==> src/rtl/nanorv32_load_wb.sv <==
// rtl/nanorv32_load_wb.sv - load data alignment and register-file second write port
//
// Purpose:
//   Tracks a single outstanding load. It captures the request, waits for the
//   memory read data, aligns and extends that data, then writes it back through
//   the register file's second write port. While the load is pending it raises
//   a RAW hazard stall against the decode read selects.
//
// Ports:
//   clk, rst_n                  clock, asynchronous active-low reset
//   req_valid / req_ready       load request handshake
//   req_rd, req_size,
//   req_unsigned, req_addr_lo   destination, size (0 byte, 1 half, 2/3 word),
//                               zero-extend flag, address bits [1:0]
//   mem_rvalid, mem_rdata       raw read data from the bus
//   flush                       abandon the pending load
//   sel_porta, sel_portb        decode read selects used for hazard detection
//   stall                       RAW hazard on the pending load
//   sel_rd2, rd2, write_rd2     register-file second write port
//   fwd_valid, fwd_data         bypass outputs (only with NANORV32_LOAD_WB_BYPASS_EN)
//
// Configuration:
//   NANORV32_LOAD_WB_BYPASS_EN  adds the forwarding outputs and drops the stall
//                               in the WRITE state, since decode takes fwd_data.

module nanorv32_load_wb (
    input  logic        clk,
    input  logic        rst_n,
    input  logic        req_valid,
    output logic        req_ready,
    input  logic [4:0]  req_rd,
    input  logic [1:0]  req_size,
    input  logic        req_unsigned,
    input  logic [1:0]  req_addr_lo,
    input  logic        mem_rvalid,
    input  logic [31:0] mem_rdata,
    input  logic        flush,
    input  logic [4:0]  sel_porta,
    input  logic [4:0]  sel_portb,
    output logic        stall,
`ifdef NANORV32_LOAD_WB_BYPASS_EN
    output logic        fwd_valid,
    output logic [31:0] fwd_data,
`endif
    output logic [4:0]  sel_rd2,
    output logic [31:0] rd2,
    output logic        write_rd2
);

    typedef enum logic [1:0] {
        IDLE  = 2'd0,
        WAIT  = 2'd1,
        WRITE = 2'd2
    } state_t;

    state_t      state;
    state_t      state_next;

    logic [4:0]  cap_rd;
    logic [1:0]  cap_size;
    logic        cap_unsigned;
    logic [1:0]  cap_addr_lo;

    logic        accept;
    logic        load_done;
    logic        rd_hit;
    logic [7:0]  byte_sel;
    logic [15:0] half_sel;
    logic [31:0] aligned;

    // Alignment uses the captured fields; mem_rdata is only sampled in WAIT.
    always_comb begin
        byte_sel = 8'h00;
        case (cap_addr_lo)
            2'd0:    byte_sel = mem_rdata[7:0];
            2'd1:    byte_sel = mem_rdata[15:8];
            2'd2:    byte_sel = mem_rdata[23:16];
            default: byte_sel = mem_rdata[31:24];
        endcase
        half_sel = cap_addr_lo[1] ? mem_rdata[31:16] : mem_rdata[15:0];
        case (cap_size)
            2'd0:    aligned = {{24{~cap_unsigned & byte_sel[7]}}, byte_sel};
            2'd1:    aligned = {{16{~cap_unsigned & half_sel[15]}}, half_sel};
            default: aligned = mem_rdata;
        endcase
    end

    assign rd_hit = (cap_rd != 5'd0) && ((sel_porta == cap_rd) || (sel_portb == cap_rd));

    // Next state and outputs. Flush overrides every other input.
    always_comb begin
        state_next = state;
        req_ready  = 1'b0;
        write_rd2  = 1'b0;
        stall      = 1'b0;
        case (state)
            IDLE: begin
                req_ready = ~flush;
                if (req_valid) state_next = WAIT;
            end
            WAIT: begin
                stall = rd_hit & ~flush;
                if (mem_rvalid) state_next = WRITE;
            end
            WRITE: begin
                req_ready  = ~flush;
                write_rd2  = (cap_rd != 5'd0) & ~flush;
`ifdef NANORV32_LOAD_WB_BYPASS_EN
                stall      = 1'b0;
`else
                stall      = rd_hit & ~flush;
`endif
                state_next = req_valid ? WAIT : IDLE;
            end
            default: state_next = IDLE;
        endcase
        if (flush) state_next = IDLE;
    end

    assign accept    = req_ready & req_valid;
    assign load_done = (state == WAIT) & mem_rvalid & ~flush;

    always_ff @(posedge clk or negedge rst_n) begin
        if (!rst_n) begin
            state <= IDLE;
        end else begin
            state <= state_next;
        end
    end

    // Captured request and write-port registers. sel_rd2/rd2 only change when
    // a load completes, so they hold their value outside WRITE.
    always_ff @(posedge clk or negedge rst_n) begin
        if (!rst_n) begin
            cap_rd       <= 5'd0;
            cap_size     <= 2'd0;
            cap_unsigned <= 1'b0;
            cap_addr_lo  <= 2'd0;
            sel_rd2      <= 5'd0;
            rd2          <= 32'd0;
        end else begin
            if (accept) begin
                cap_rd       <= req_rd;
                cap_size     <= req_size;
                cap_unsigned <= req_unsigned;
                cap_addr_lo  <= req_addr_lo;
            end
            if (load_done) begin
                rd2     <= aligned;
                sel_rd2 <= cap_rd;
            end
        end
    end

`ifdef NANORV32_LOAD_WB_BYPASS_EN
    assign fwd_valid = write_rd2;
    assign fwd_data  = rd2;
`endif

endmodule
==> config.mk <==
export PLATFORM = sky130hd
export DESIGN_NAME = nanorv32_load_wb
export DESIGN_NICKNAME = d
export VERILOG_FILES = /design/src/rtl/nanorv32_load_wb.sv
export SDC_FILE = /design/constraint.sdc
export NUM_CORES = 1
export LEC_CHECK = 0
export BUFFER_PORTS_ARGS = -buffer_cell sky130_fd_sc_hd__buf_2
export CELL_PAD_IN_SITES_DETAIL_PLACEMENT = 1
export CELL_PAD_IN_SITES_GLOBAL_PLACEMENT = 2
export CORE_ASPECT_RATIO = 0.5
export CORE_MARGIN = 2
export CORE_UTILIZATION = 28
export DETAILED_ROUTE_END_ITERATION = 8
export GPL_TIMING_DRIVEN = 0
export PLACE_DENSITY = 0.91
export SKIP_LAST_GASP = 1
export SLEW_MARGIN = 30
export SYNTH_ARGS = -nofsm -noshare
export SYNTH_HDL_FRONTEND = slang
export SYNTH_SLANG_ARGS = --single-unit
==> constraint.sdc <==
create_clock -name clk -period 2.1 [get_ports clk]
set_input_delay 0 -clock clk [delete_from_list [all_inputs] [get_ports clk]]
set_output_delay 0 -clock clk [all_outputs]
set_load 0.1 [all_outputs]
==> results.sh, run 1 <==
export IMPL_coreArea_sq_um=8770
export IMPL_synth_nets=331
export IMPL_fin_crit_ns=1.92
export IMPL_dp_final_hpwl_um=6160
export IMPL_synth_top_area_cell="dfrtp_1"
export IMPL_rsz0062_at_grt="no"
export IMPL_setup_tns_ns=0
export IMPL_crit_path_end="rd2[28]"
export IMPL_async_reset_ff_share_pct=100
export IMPL_setup_ws_ns=0.183
export IMPL_synth_area_sq_um=2550
export IMPL_crit_slowest_cell="dfrtp_1"
export IMPL_final_nets=449
export IMPL_yosysTopAreaCellShare_pct=48.0
export IMPL_syn2layout_area_growth_pct=38.5
export IMPL_cts_max_path_buffers=2
export IMPL_required_ns=2.32
export IMPL_syn_area_per_cell_sq_um=9.46
export IMPL_synth_ff_type="dfrtp_1"
export IMPL_yosys_register_bits=49
export IMPL_path_cells="inv_1, ha_1, and3b_1, clkbuf_1, clkbuf_1, nand3_1, nand3_1"
export IMPL_hold_viol=0
export IMPL_worst_slew_pin_slew_ns=0.626
export IMPL_maxSlewHeadroom_pct=58.2
export IMPL_r2r_setup_slack_ns=0.18
export IMPL_met2_usage_pct=29.7
export IMPL_met1_usage_pct=22.6
export IMPL_slew_viol_final=0
export IMPL_cp_num_buf_inv=3
export IMPL_dr_pass1_iters=4
export IMPL_place_inst=483
export IMPL_ioPinCount=97
export IMPL_hold_class="input port to register"
export IMPL_htree_levels=2
export IMPL_overflow=0
export IMPL_synth_edf_count=0
export IMPL_worstPathArrival_ns=2.14
export IMPL_antenna_found_initial=0
export IMPL_end_kind="register"
export IMPL_synth_most_common_cell="dfrtp_1"
export IMPL_die_y_um=71.5
export IMPL_synth_cells=270
export IMPL_status="complete, no violations"
export IMPL_row_count=24
export IMPL_drcViolationCount=0
export IMPL_cp_num_cells=7
export IMPL_clkSlewWorstSetupHoldPaths_ns=0.07
export IMPL_synthTopCellsByCount="dfrtp_1, nand2_1, nand3_1"
export IMPL_ys_seq_area_share_pct=48.0
export IMPL_finalClockSkew_ns=0.00726
export IMPL_grt_max_degree=50
export IMPL_wl_um=8070
export IMPL_use_met3_pct=2.47
export IMPL_crit_path_start="state[1]"
export IMPL_track_usage_pct=16.8
export IMPL_critPathMaxStageDelay_ns=0.43
export IMPL_die_area_sq_um=9950
export IMPL_die_w_um=139
export IMPL_post_cts_buffers=0
export IMPL_yosys_warnings=0
export IMPL_cts_buffers=5
export IMPL_path_max_fanout=10
export IMPL_first_iter_violations=127
export IMPL_reg2regPathDepth=7
export IMPL_port_buffers=96
export IMPL_worst_setup_path_start_kind="register"
export IMPL_vias=2461
export IMPL_final_cells=506
export IMPL_grt_pass1_vias=2607
export IMPL_final_util_pct=40.3
export IMPL_critPathTopFamily="buffers and inverters"
export IMPL_r2r_start="state[1]"
export IMPL_synthTopCellsByArea="dfrtp_1, nand3_1, nand2_1"
export IMPL_crit_reg2reg_capture="rd2[28]"
export IMPL_ys_types=37
export IMPL_place_gp_congestion=0.788
export IMPL_fin_crit_sh_pct=91.3
export IMPL_avgRoutedWirePerCell_um=15.9
export IMPL_fmax_mhz=522
export IMPL_setup_violations=0
export IMPL_drv_cap=0
export IMPL_antenna_cells=0
export IMPL_ant_nets=0
export IMPL_root_buffer="clkbuf_16"
export IMPL_viasPerCell=4.86
export IMPL_crit_type="register to register"
export IMPL_place_ws_ns=0.167
export IMPL_worst_skew_pair_late_latency_ns=0.29
export IMPL_top_usage_layer="met2"
export IMPL_clock_sinks=49
export IMPL_drive_above_1_share_pct=30.3
export IMPL_start_util_pct=29.1
export IMPL_grt_pass1_wl_um=13400
export IMPL_cts_tree="yes"
==> worst register-to-register path, cell delays in order (launching register included) <==
cell and delay, ns:
dfrtp_1 0.43, inv_1 0.10, ha_1 0.18, and3b_1 0.16, clkbuf_1 0.29, clkbuf_1 0.43, nand3_1 0.16, nand3_1 0.11
==> area by class of cell <==
| type | count | area (sq um) |
|---|---|---|
| tap | 117 | 146 |
| clock buffer | 5 | 125 |
| sequential | 49 | 1230 |
| fill | 1046 | 5230 |
| clock inverter | 3 | 65.1 |
| timing repair buffer | 111 | 633 |
| inverter | 4 | 15.0 |
| multi-input combinational | 200 | 1250 |
| buffer | 17 | 75.1 |
==> cell families after synthesis <==
logic type | Yosys count | synth area share, %
adders and majority gates | 4 | 1.96
buffers and inverters | 21 | 3.48
DFF | 49 | 48.0
AOI/OAI and AO/OA | 57 | 16.4
and+or+nand+nor | 116 | 21.2
xor gates and xnor gates | 10 | 3.43
muxes | 13 | 5.59
==> repair_timing <==
action,4_1_cts,5_1_grt
hold endpoints to repair,63,0
setup endpoints to repair,0,1
hold buffers,15,0
gates resized for setup,0,2
==> routing by layer <==
layer | share of wire, % | vias to the layer above
li1 | - | 1189
met1 | 46 | 1218
met2 | 50 | 49
met3 | 2.8 | 5
met4 | 0.68 | 0
met5 | 0 | -
==> metrics by stage <==
stage	area, sq um	hold slack (ns)
finish	3540	0.00257
global route	3540	0.0134
CTS	3530	0.00360
detailed placement	3190	0.0711
global placement	3190	0.215
floorplan	2560	-0.296
==> how the worst min path moves through the flow <==
stage,end,from,cells past startpoint,slack [ns]
finish,rd2[19],mem_rdata[19],3,0.003
global route,rd2[19],mem_rdata[19],3,0.01
CTS,rd2[19],mem_rdata[19],3,0.004
detailed placement,state[0],rst_n,1,0.07
global placement,cap_rd[2],req_rd[2],2,0.22
floorplan,cap_addr_lo[0],rst_n,0,-0.30
==> cell usage in the layout (no fill, tap or decap), types with 9 or more instances in the layout <==
cell type	n
a221oi_1	9
nor2b_1	9
dlygate4sd3_1	15
dfrtp_1	49
nand2_1	44
buf_2	100
nand3_1	34
a21oi_1	11
nor2_1	14
mux2_1	10
==> registers in the layout (all words and copies together), names as in the netlist <==
name	count
cap_unsigned	1
rd2	32
cap_rd	5
sel_rd2	5
state	2
cap_size	2
cap_addr_lo	2
Power of run 1 is not shown: default switching activity piles up to over one toggle a cycle in this logic, so the estimate is an artifact.
==> run 2, diff against run 1 <==
- PLACE_DENSITY: 0.91 -> 0.85
==> run 2 against run 1 <==
  * The flow now finishes with violations (hold timing)
  * Maximum frequency fell by 0.90%
  * Critical path depth fell by 1
  * Via count is 0.49% higher
  * Cell count shrank 0.59%
  * Routed wire length is 2.8% higher
  * First-iteration DRC count down 17%
  * Clock skew down 0.0029 ns
  * Cell area shrank 0.81%
  * Critical endpoint is now rd2[13]
  * Largest cell class unchanged
==> results.sh, run 2 (same netlist as run 1, synthesis figures left out) <==
export IMPL_setup_tns_ns=0
export IMPL_die_y_um=71.5
export IMPL_worstPathArrival_ns=2.10
export IMPL_finalClockSkew_ns=0.00439
export IMPL_final_common_cell="buf_2"
export IMPL_final_util_pct=40.0
export IMPL_slew_viol_final=0
export IMPL_vias=2473
export IMPL_whs_ns=-0.000415
export IMPL_drive_above_1_share_pct=30.8
export IMPL_worst_skew_pair_late_latency_ns=0.29
export IMPL_grt_max_degree=50
export IMPL_row_count=24
export IMPL_final_nets=446
export IMPL_hold_viol=1
export IMPL_fmax_mhz=517
export IMPL_overflow=0
export IMPL_fin_crit_ns=1.93
export IMPL_largest_register_ff_count=32
export IMPL_regMostFlops="rd2"
export IMPL_avgRoutedWirePerCell_um=16.5
export IMPL_end_kind="register"
export IMPL_coreArea_sq_um=8770
export IMPL_clkSlewWorstSetupHoldPaths_ns=0.07
export IMPL_place_gp_congestion=0.828
export IMPL_port_buffers=96
export IMPL_first_iter_violations=105
export IMPL_antenna_cells=0
export IMPL_r2r_setup_slack_ns=0.17
export IMPL_dr_pass1_iters=4
export IMPL_htree_levels=2
export IMPL_violations="hold timing"
export IMPL_place_inst=483
export IMPL_cts_max_path_buffers=2
export IMPL_setup_ws_ns=0.166
export IMPL_ant_nets=0
export IMPL_setup_violations=0
export IMPL_dp_final_hpwl_um=6560
export IMPL_hold_class="input port to register"
export IMPL_worst_slew_pin_slew_ns=0.637
export IMPL_status="finished, violations left"
export IMPL_final_cells=503
export IMPL_worst_setup_path_start_kind="register"
export IMPL_place_ws_ns=0.132
export IMPL_grt_pass1_wl_um=13500
export IMPL_final_cell_mix="buf_2, dfrtp_1, nand2_1"
export IMPL_crit_type="register to register"
export IMPL_track_usage_pct=17.0
export IMPL_cts_tree="yes"
export IMPL_drv_cap=0
export IMPL_path_max_fanout=10
export IMPL_wl_um=8300
export IMPL_rsz0062_at_grt="no"
export IMPL_ioPinCount=97
export IMPL_grt_pass1_vias=2720
export IMPL_start_util_pct=29.1
export IMPL_die_area_sq_um=9950
export IMPL_syn2layout_area_growth_pct=37.3
export IMPL_viasPerCell=4.92
export IMPL_reg2regPathDepth=6
export IMPL_whs_path_depth=3
export IMPL_fin_crit_sh_pct=92.1
export IMPL_clock_sinks=49
export IMPL_cts_buffers=5
export IMPL_maxSlewHeadroom_pct=57.5
export IMPL_antenna_found_initial=0
export IMPL_root_buffer="clkbuf_16"
export IMPL_die_w_um=139
export IMPL_drcViolationCount=0
export IMPL_required_ns=2.26
export IMPL_top_regs="rd2 (32), cap_rd (5), sel_rd2 (5)"
export IMPL_nFillCells=1048
run 2: cell count changes in the layout (fill, tap and decap cells not counted), sizes merged:
cell,change
dlygate4sd3,-3
run 2: critical path, stage by stage (launching register included):
cell,delay (ns)
dfrtp_1,0.41
inv_1,0.10
ha_1,0.19
nand3b_1,0.34
clkbuf_2,0.32
a221oi_1,0.32
a21oi_1,0.12
run 2: final timing paths:
kind	from	to
max	state[1]	rd2[13]
min	mem_rdata[18]	rd2[18]
max reg2reg	state[1]	rd2[13]
min reg2reg	sel_rd2[4]	sel_rd2[4]
max in group asynchronous	rst_n	rd2[30]
min in group asynchronous	rst_n	cap_rd[2]
run 2: what timing repair did:
| item | in CTS | in global routing |
|---|---|---|
| hold buffers | 12 | 0 |
| buffers inserted | 0 | 0 |
| endpoints found under the setup margin | 0 | 6 |
| endpoints found under the hold margin | 60 | 0 |
| gates resized for setup | 0 | 4 |
run 2: metal layers:
layer	track usage [%]	up-vias	wire length (um)
li1	-	1182	-
met1	20.2	1219	3540
met2	32.2	62	4330
met3	3.54	10	326
met4	4.04	0	99
met5	0	-	0
run 2: layout make-up:
type / instances / area [sq um] / area share, %
Tap cell: 117 / 146 / 4.17
Multi-Input combinational cell: 200 / 1250 / 35.6
Buffer: 17 / 76.3 / 2.18
Inverter: 4 / 15.0 / 0.428
Clock buffer: 5 / 125 / 3.57
Clock inverter: 3 / 65.1 / 1.86
Sequential cell: 49 / 1230 / 35.0
Timing Repair Buffer: 108 / 603 / 17.2
run 2: stage by stage:
| step | instance area (sq um) | hold WS, ns |
|---|---|---|
| 6_report | 3510 | -0.000415 |
| 3_5_place_dp | 3190 | 0.0687 |
| 4_1_cts | 3500 | 0.00335 |
| 5_1_grt | 3510 | 0.0141 |
| 3_3_place_gp | 3190 | 0.219 |
| 2_1_floorplan | 2560 | -0.296 |
Power of run 2 is left out for the same reason.
